### config.mk
export PLATFORM = sky130hd
export DESIGN_NAME = digit_ram_arbiter_flat
export DESIGN_NICKNAME = d
export VERILOG_FILES = /design/src/rtl/digit_ram_arbiter_if.sv /design/src/rtl/digit_ram_arbiter.sv /design/src/flat_wrapper.sv
export SDC_FILE = /design/constraint.sdc
export NUM_CORES = 1
export LEC_CHECK = 0
export ABC_AREA = 1
export CAP_MARGIN = 20
export CORE_UTILIZATION = 38
export CTS_BUF_LIST = sky130_fd_sc_hd__clkbuf_8 sky130_fd_sc_hd__clkbuf_16
export DETAILED_ROUTE_END_ITERATION = 6
export PLACE_DENSITY = 0.85
export SLEW_MARGIN = 20
export SYNTH_ARGS = -nofsm -noshare
export SYNTH_HDL_FRONTEND = slang
export SYNTH_SLANG_ARGS = --single-unit
export TNS_END_PERCENT = 5
### constraint.sdc
create_clock -name clk -period 3.42 [get_ports clk]
set_input_delay 0.342 -clock clk [delete_from_list [all_inputs] [get_ports clk]]
set_output_delay 0.342 -clock clk [all_outputs]
set_load 0.01 [all_outputs]
### src/rtl/digit_ram_arbiter_if.sv
// Read-side bundle between the digit RAM arbiter, its two requesters and the RAM read port.
// slave = arbiter view, master = requesters plus RAM view.
interface digit_ram_arbiter_if #(
  parameter int N  = 10,
  parameter int AW = 6
);
  logic          eng_req;
  logic          eng_lock;
  logic [AW-1:0] eng_addr;
  logic          eng_gnt;
  logic          eng_rvalid;
  logic [N-1:0]  eng_rdata;

  logic          disp_req;
  logic [AW-1:0] disp_addr;
  logic          disp_gnt;
  logic          disp_rvalid;
  logic [N-1:0]  disp_rdata;

  logic [AW-1:0] ram_rdadd;
  logic [N-1:0]  ram_q;

  modport slave (
    input  eng_req, eng_lock, eng_addr, disp_req, disp_addr, ram_q,
    output eng_gnt, eng_rvalid, eng_rdata, disp_gnt, disp_rvalid, disp_rdata, ram_rdadd
  );

  modport master (
    output eng_req, eng_lock, eng_addr, disp_req, disp_addr, ram_q,
    input  eng_gnt, eng_rvalid, eng_rdata, disp_gnt, disp_rvalid, disp_rdata, ram_rdadd
  );
endinterface

### src/rtl/digit_ram_arbiter.sv
// Shares one digit RAM read port between the pi engine and the display fetch; returns data RAMDELAY cycles after grant.
// No backpressure: requesters hold req until gnt; ARB_STATS_EN adds conflict_cnt / max_wait counters.
module digit_ram_arbiter #(
  parameter int N        = 10,
  parameter int AW       = 6,
  parameter int RAMDELAY = 2,
  parameter int MAXWAIT  = 4
) (
  input  logic                clk,
  input  logic                rst,
  digit_ram_arbiter_if.slave  bus
`ifdef ARB_STATS_EN
  ,
  output logic [15:0]         conflict_cnt,
  output logic [3:0]          max_wait
`endif
);

  localparam logic [3:0] MAXW = 4'(MAXWAIT);

  logic                disp_gnt;
  logic                eng_gnt;
  logic                any_gnt;
  logic [AW-1:0]       win_addr;
  logic [3:0]          starve;
  logic [3:0]          starve_nxt;
  logic [RAMDELAY-1:0] pipe_vld;
  logic [RAMDELAY-1:0] pipe_disp;
  logic [N-1:0]        rd_dat;

  // Grants are forced low during reset so nothing is issued into a pipeline being cleared.
  assign disp_gnt = rst & bus.disp_req & ~bus.eng_lock & (~bus.eng_req | (starve == MAXW));
  assign eng_gnt  = rst & bus.eng_req & ~disp_gnt;
  assign any_gnt  = eng_gnt | disp_gnt;
  assign win_addr = disp_gnt ? bus.disp_addr : bus.eng_addr;

  assign bus.eng_gnt  = eng_gnt;
  assign bus.disp_gnt = disp_gnt;

  // A lost display request keeps counting under lock, but an idle display under lock does not clear it.
  always_comb begin
    starve_nxt = starve;
    if (disp_gnt) begin
      starve_nxt = '0;
    end else if (bus.disp_req) begin
      if (starve < MAXW) starve_nxt = starve + 4'd1;
    end else if (!bus.eng_lock) begin
      starve_nxt = '0;
    end
  end

  always_ff @(negedge clk) begin
    if (!rst) begin
      starve        <= '0;
      bus.ram_rdadd <= '0;
      pipe_vld      <= '0;
      pipe_disp     <= '0;
    end else begin
      starve       <= starve_nxt;
      pipe_vld[0]  <= any_gnt;
      pipe_disp[0] <= disp_gnt;
      if (any_gnt) bus.ram_rdadd <= win_addr;
      for (int i = 1; i < RAMDELAY; i++) begin
        pipe_vld[i]  <= pipe_vld[i-1];
        pipe_disp[i] <= pipe_disp[i-1];
      end
    end
  end

  assign rd_dat          = bus.ram_q;
  assign bus.eng_rdata   = rd_dat;
  assign bus.disp_rdata  = rd_dat;
  assign bus.eng_rvalid  = pipe_vld[RAMDELAY-1] & ~pipe_disp[RAMDELAY-1];
  assign bus.disp_rvalid = pipe_vld[RAMDELAY-1] &  pipe_disp[RAMDELAY-1];

`ifdef ARB_STATS_EN
  always_ff @(negedge clk) begin
    if (!rst) begin
      conflict_cnt <= '0;
      max_wait     <= '0;
    end else begin
      if (bus.eng_req && bus.disp_req && !disp_gnt && conflict_cnt != 16'hFFFF)
        conflict_cnt <= conflict_cnt + 16'd1;
      if (starve_nxt > max_wait)
        max_wait <= starve_nxt;
    end
  end
`endif

endmodule

### src/flat_wrapper.sv
// flat-port wrapper written by rule: the top's interface ports become plain ports
module digit_ram_arbiter_flat 
#(
  parameter int N        = 10,
  parameter int AW       = 6,
  parameter int RAMDELAY = 2,
  parameter int MAXWAIT  = 4
)
  (clk, rst, bus_eng_req, bus_eng_lock, bus_eng_addr, bus_disp_req, bus_disp_addr, bus_ram_q, bus_eng_gnt, bus_eng_rvalid, bus_eng_rdata, bus_disp_gnt, bus_disp_rvalid, bus_disp_rdata, bus_ram_rdadd);
  digit_ram_arbiter_if #(.N(N), .AW(AW)) bus_i ();
  input  logic clk;
  input  logic rst;
  input wire logic [$bits(bus_i.eng_req)-1:0] bus_eng_req;
  input wire logic [$bits(bus_i.eng_lock)-1:0] bus_eng_lock;
  input wire logic [$bits(bus_i.eng_addr)-1:0] bus_eng_addr;
  input wire logic [$bits(bus_i.disp_req)-1:0] bus_disp_req;
  input wire logic [$bits(bus_i.disp_addr)-1:0] bus_disp_addr;
  input wire logic [$bits(bus_i.ram_q)-1:0] bus_ram_q;
  output wire logic [$bits(bus_i.eng_gnt)-1:0] bus_eng_gnt;
  output wire logic [$bits(bus_i.eng_rvalid)-1:0] bus_eng_rvalid;
  output wire logic [$bits(bus_i.eng_rdata)-1:0] bus_eng_rdata;
  output wire logic [$bits(bus_i.disp_gnt)-1:0] bus_disp_gnt;
  output wire logic [$bits(bus_i.disp_rvalid)-1:0] bus_disp_rvalid;
  output wire logic [$bits(bus_i.disp_rdata)-1:0] bus_disp_rdata;
  output wire logic [$bits(bus_i.ram_rdadd)-1:0] bus_ram_rdadd;
  assign bus_i.eng_req = bus_eng_req;
  assign bus_i.eng_lock = bus_eng_lock;
  assign bus_i.eng_addr = bus_eng_addr;
  assign bus_i.disp_req = bus_disp_req;
  assign bus_i.disp_addr = bus_disp_addr;
  assign bus_i.ram_q = bus_ram_q;
  assign bus_eng_gnt = bus_i.eng_gnt;
  assign bus_eng_rvalid = bus_i.eng_rvalid;
  assign bus_eng_rdata = bus_i.eng_rdata;
  assign bus_disp_gnt = bus_i.disp_gnt;
  assign bus_disp_rvalid = bus_i.disp_rvalid;
  assign bus_disp_rdata = bus_i.disp_rdata;
  assign bus_ram_rdadd = bus_i.ram_rdadd;
  digit_ram_arbiter #(.N(N), .AW(AW), .RAMDELAY(RAMDELAY), .MAXWAIT(MAXWAIT)) u_core (.clk(clk), .rst(rst), .bus(bus_i));
endmodule
==> metrics.md <==
| Metric | Value |
|---|---|
| Vias in the first global route | `770` |
| Place WS | `-146 ps` |
| Worst path slowest cell | `dfxtp_2` |
| Max Root-Sink Buffers | `2` |
| CP startpoint kind | `flop` |
| Area growth from synthesis to layout | `34.4%` |
| Setup_tns | `0 ps` |
| # diodes | `0` |
| Cell area power density | `406 nW/um^2` |
| Worst-path maximum fanout | `2` |
| CTS root buffer | `clkbuf_8` |
| First-pass GRT wire length | `2.77 mm` |
| Max cap viols | `0` |
| Initial antenna violation count | `0` |
| Final Setup Violations | `0` |
| Slew Viols, Final | `0` |
| Crit path DAT | `about 3000 ps` |
| Register Area | `approximately 280 sq um` |
| Fin nets | `around 180` |
| CP Capture Type | `primary output` |
| Final Total Pwr | `about 0.46 mW` |
| Hold slack | `414 ps` |
| Fillers | `199` |
| Synthesized netlist cell count | `about 120` |
| Num rows | `16` |
| Area of the multi-input gates | `about 330 sq um` |
| CTS clk-pin slew, worst paths | `about 30 ps` |
| Min-Delay Path Class | `flop to flop` |
| Worst Hold End | `u_core.pipe_vld[1]$_SDFF_NN0_` |
| FF-to-FF End | `u_core.bus.ram_rdadd[3]$_SDFFE_NN0P_` |
| IO Port Bufs | `26` |
| Final HPWL DP | `between 1 and 1.5 mm` |
| Syn Nets | `150` |
| Die X | `49.1 um` |
| Largest net degree at the start of global routing | `14` |
| Synthesized flop and latch total | `14` |
| Drt pass-1 iters | `4` |
| Grt ovf | `0` |
| DR WL/cell | `10.2 um` |
| Max H-tree Level | `1` |
| Hold_sp | `u_core.pipe_vld[0]$_SDFF_NN0_` |
| Die H | `between 40 and 50 um` |
| Final Skew | `between 10 and 15 ps` |
| Crit-path cells | `inv_2, ha_4, nand3_2, nand2_2, nand2_2, inv_2, nor2_2, buf_2` |
| Status | `completed` |
| RD Place Congestion | `roughly 0.85` |
| R2R Path Start | `u_core.starve[1]$_SDFFE_NP0P_` |
| WHS Path Cells | `2` |
| Clock Latency Late Sink | `about 320 ps` |
| GRT Total Usage | `between 15 and 20%` |
| Initial Utilization | `41.8%` |
| Yosys cell types | `15` |
| Syn Area/Cell | `between 6 and 7 sq um` |
| Post-synth design cell area | `roughly 840 sq um` |
| Drt initial violations | `25` |
| DR vias | `between 700 and 800` |
| Residual DRC count | `0` |
| Final Hold Fails | `0` |
| Slew headroom | `between 70% and 80%` |
| Sink Count | `14` |
| Warnings, synthesis | `0` |
| Sequential fraction of the synthesis area | `approximately 33%` |
| Post-Route WL | `~1.8 mm` |
| Slew @ Worst Pin | `361 ps` |
| Share of layout cells above drive strength 1 | `about 17%` |
| VDD IR max | `225 uV` |
| Final worst setup slack | `between 40 and 50 ps` |
| Leakage | `~0.57 nW` |
| Post-route ant nets | `0` |
| CP required | `slightly above 3000 ps` |
| Most frequent cells in the layout | `29 x inv_1, 24 x clkdlybuf4s50_1, 16 x nor2_1, 15 x nand2_1, 12 x dfxtp_1` |
| FF-to-FF setup slack | `roughly 2100 ps` |
| Final core occ | `between 50% and 60%` |
| CP peak stage delay | `330 ps` |
| Num CTS Buffers | `3` |
| R2R cell count | `10` |
| TritonCTS clock tree | `built` |
| Ports | `57` |
| Die area | `2420 sq um` |
| Critical path type | `flop to primary output` |
| Core outline area | `~2000 sq um` |
| Post-CTS Hold Fix Bufs | `0` |
| Commonest non-fill, non-tap cell in the layout | `inv_1` |
| Via density | `between 4 and 5` |
## worst max-delay path by stage
stage                                  start          end  slack (ps)  depth (start not counted)
6_report       u_core.starve[1]$_SDFFE_NP0P_  bus_eng_gnt          40                          8
4_1_cts        u_core.starve[0]$_SDFFE_NP0P_  bus_eng_gnt         -40                          8
5_1_grt        u_core.starve[1]$_SDFFE_NP0P_  bus_eng_gnt         -20                          8
3_5_place_dp   u_core.starve[0]$_SDFFE_NP0P_  bus_eng_gnt        -150                          8
2_1_floorplan  u_core.starve[0]$_SDFFE_NP0P_  bus_eng_gnt         330                          7
3_3_place_gp   u_core.starve[0]$_SDFFE_NP0P_  bus_eng_gnt         -40                          8
## cell families (layout without fill, tap and decap cells)
group | Yosys count | in the layout | share of synthesized area [%]
adder cells (fa/ha/maj) | 2 | 2 | 2.96
AND/OR/NAND/NOR | 44 | 44 | 21.9
flip-flops | 14 | 14 | 33.2
buffers and inverters | 43 | 68 | 30.8
AO/OA/AOI/OAI | 18 | 18 | 11.1
## area by class of cell
class,instances,share of cell area [%]
multi-input cells,64,29.0
repair buffers,33,28.9
flip-flops and latches,14,24.9
inverters,18,5.95
clock inverters,14,4.63
clock buffers,3,3.64
well taps,27,2.98
## critical path: cells and delay by family, from the launching register on
| family | cells | cell delay (ps) |
|---|---|---|
| buffers and inverters | 3 | 240 |
| DFF | 1 | 330 |
| and+or+nand+nor | 4 | 300 |
| adders and majority gates | 1 | 150 |
## synth_stat cells, drive strengths merged
| master | count | share of area (%) |
|---|---|---|
| o21ai | 11 | 7.0 |
| ha | 2 | 3.0 |
| nor2 | 18 | 8.9 |
| dfxtp | 14 | 33 |
| nand3 | 7 | 4.1 |
| buf | 24 | 22 |
| nand2 | 18 | 8.3 |
| nor3 | 1 | 0.59 |
| a21oi | 7 | 4.1 |
| inv | 19 | 8.4 |
## registers in the layout, summed over array words and instances, names as in the netlist
signal / cells
u_core.pipe_vld: 2
u_core.starve: 4
u_core.bus.ram_rdadd: 6
u_core.pipe_disp: 2
## metal layers
| layer | GRT usage, % | share of wire, % |
|---|---|---|
| met5 | 0 | 0 |
| met4 | 18.6 | 0.91 |
| met3 | 6.54 | 5.9 |
| met2 | 22.8 | 53 |
| met1 | 14.6 | 40 |
## power breakdown
| group | leakage (nW) | total (mW) | internal (mW) | switching, mW |
|---|---|---|---|---|
| registers | 0.116 | 0.179 | 0.175 | 0.00462 |
| clock network | 0.0961 | 0.194 | 0.0996 | 0.0941 |
| logic | 0.361 | 0.0879 | 0.0494 | 0.0385 |
| total | 0.573 | 0.461 | 0.324 | 0.137 |
## repair_timing
item                                    CTS  global route
endpoints found under the setup margin    2             2
hold endpoints to repair                  0             0
gates resized for setup                   7            11
pin swaps                                 0             3
cloned                                    0             0
buffers inserted                          0             1
## metrics by stage
stage	std cells	area, sq um
2_1_floorplan	121	845
3_3_place_gp	156	1020
3_5_place_dp	156	1020
4_1_cts	172	1110
5_1_grt	173	1130
6_report	173	1130
(Power assumes the default switching activity.)
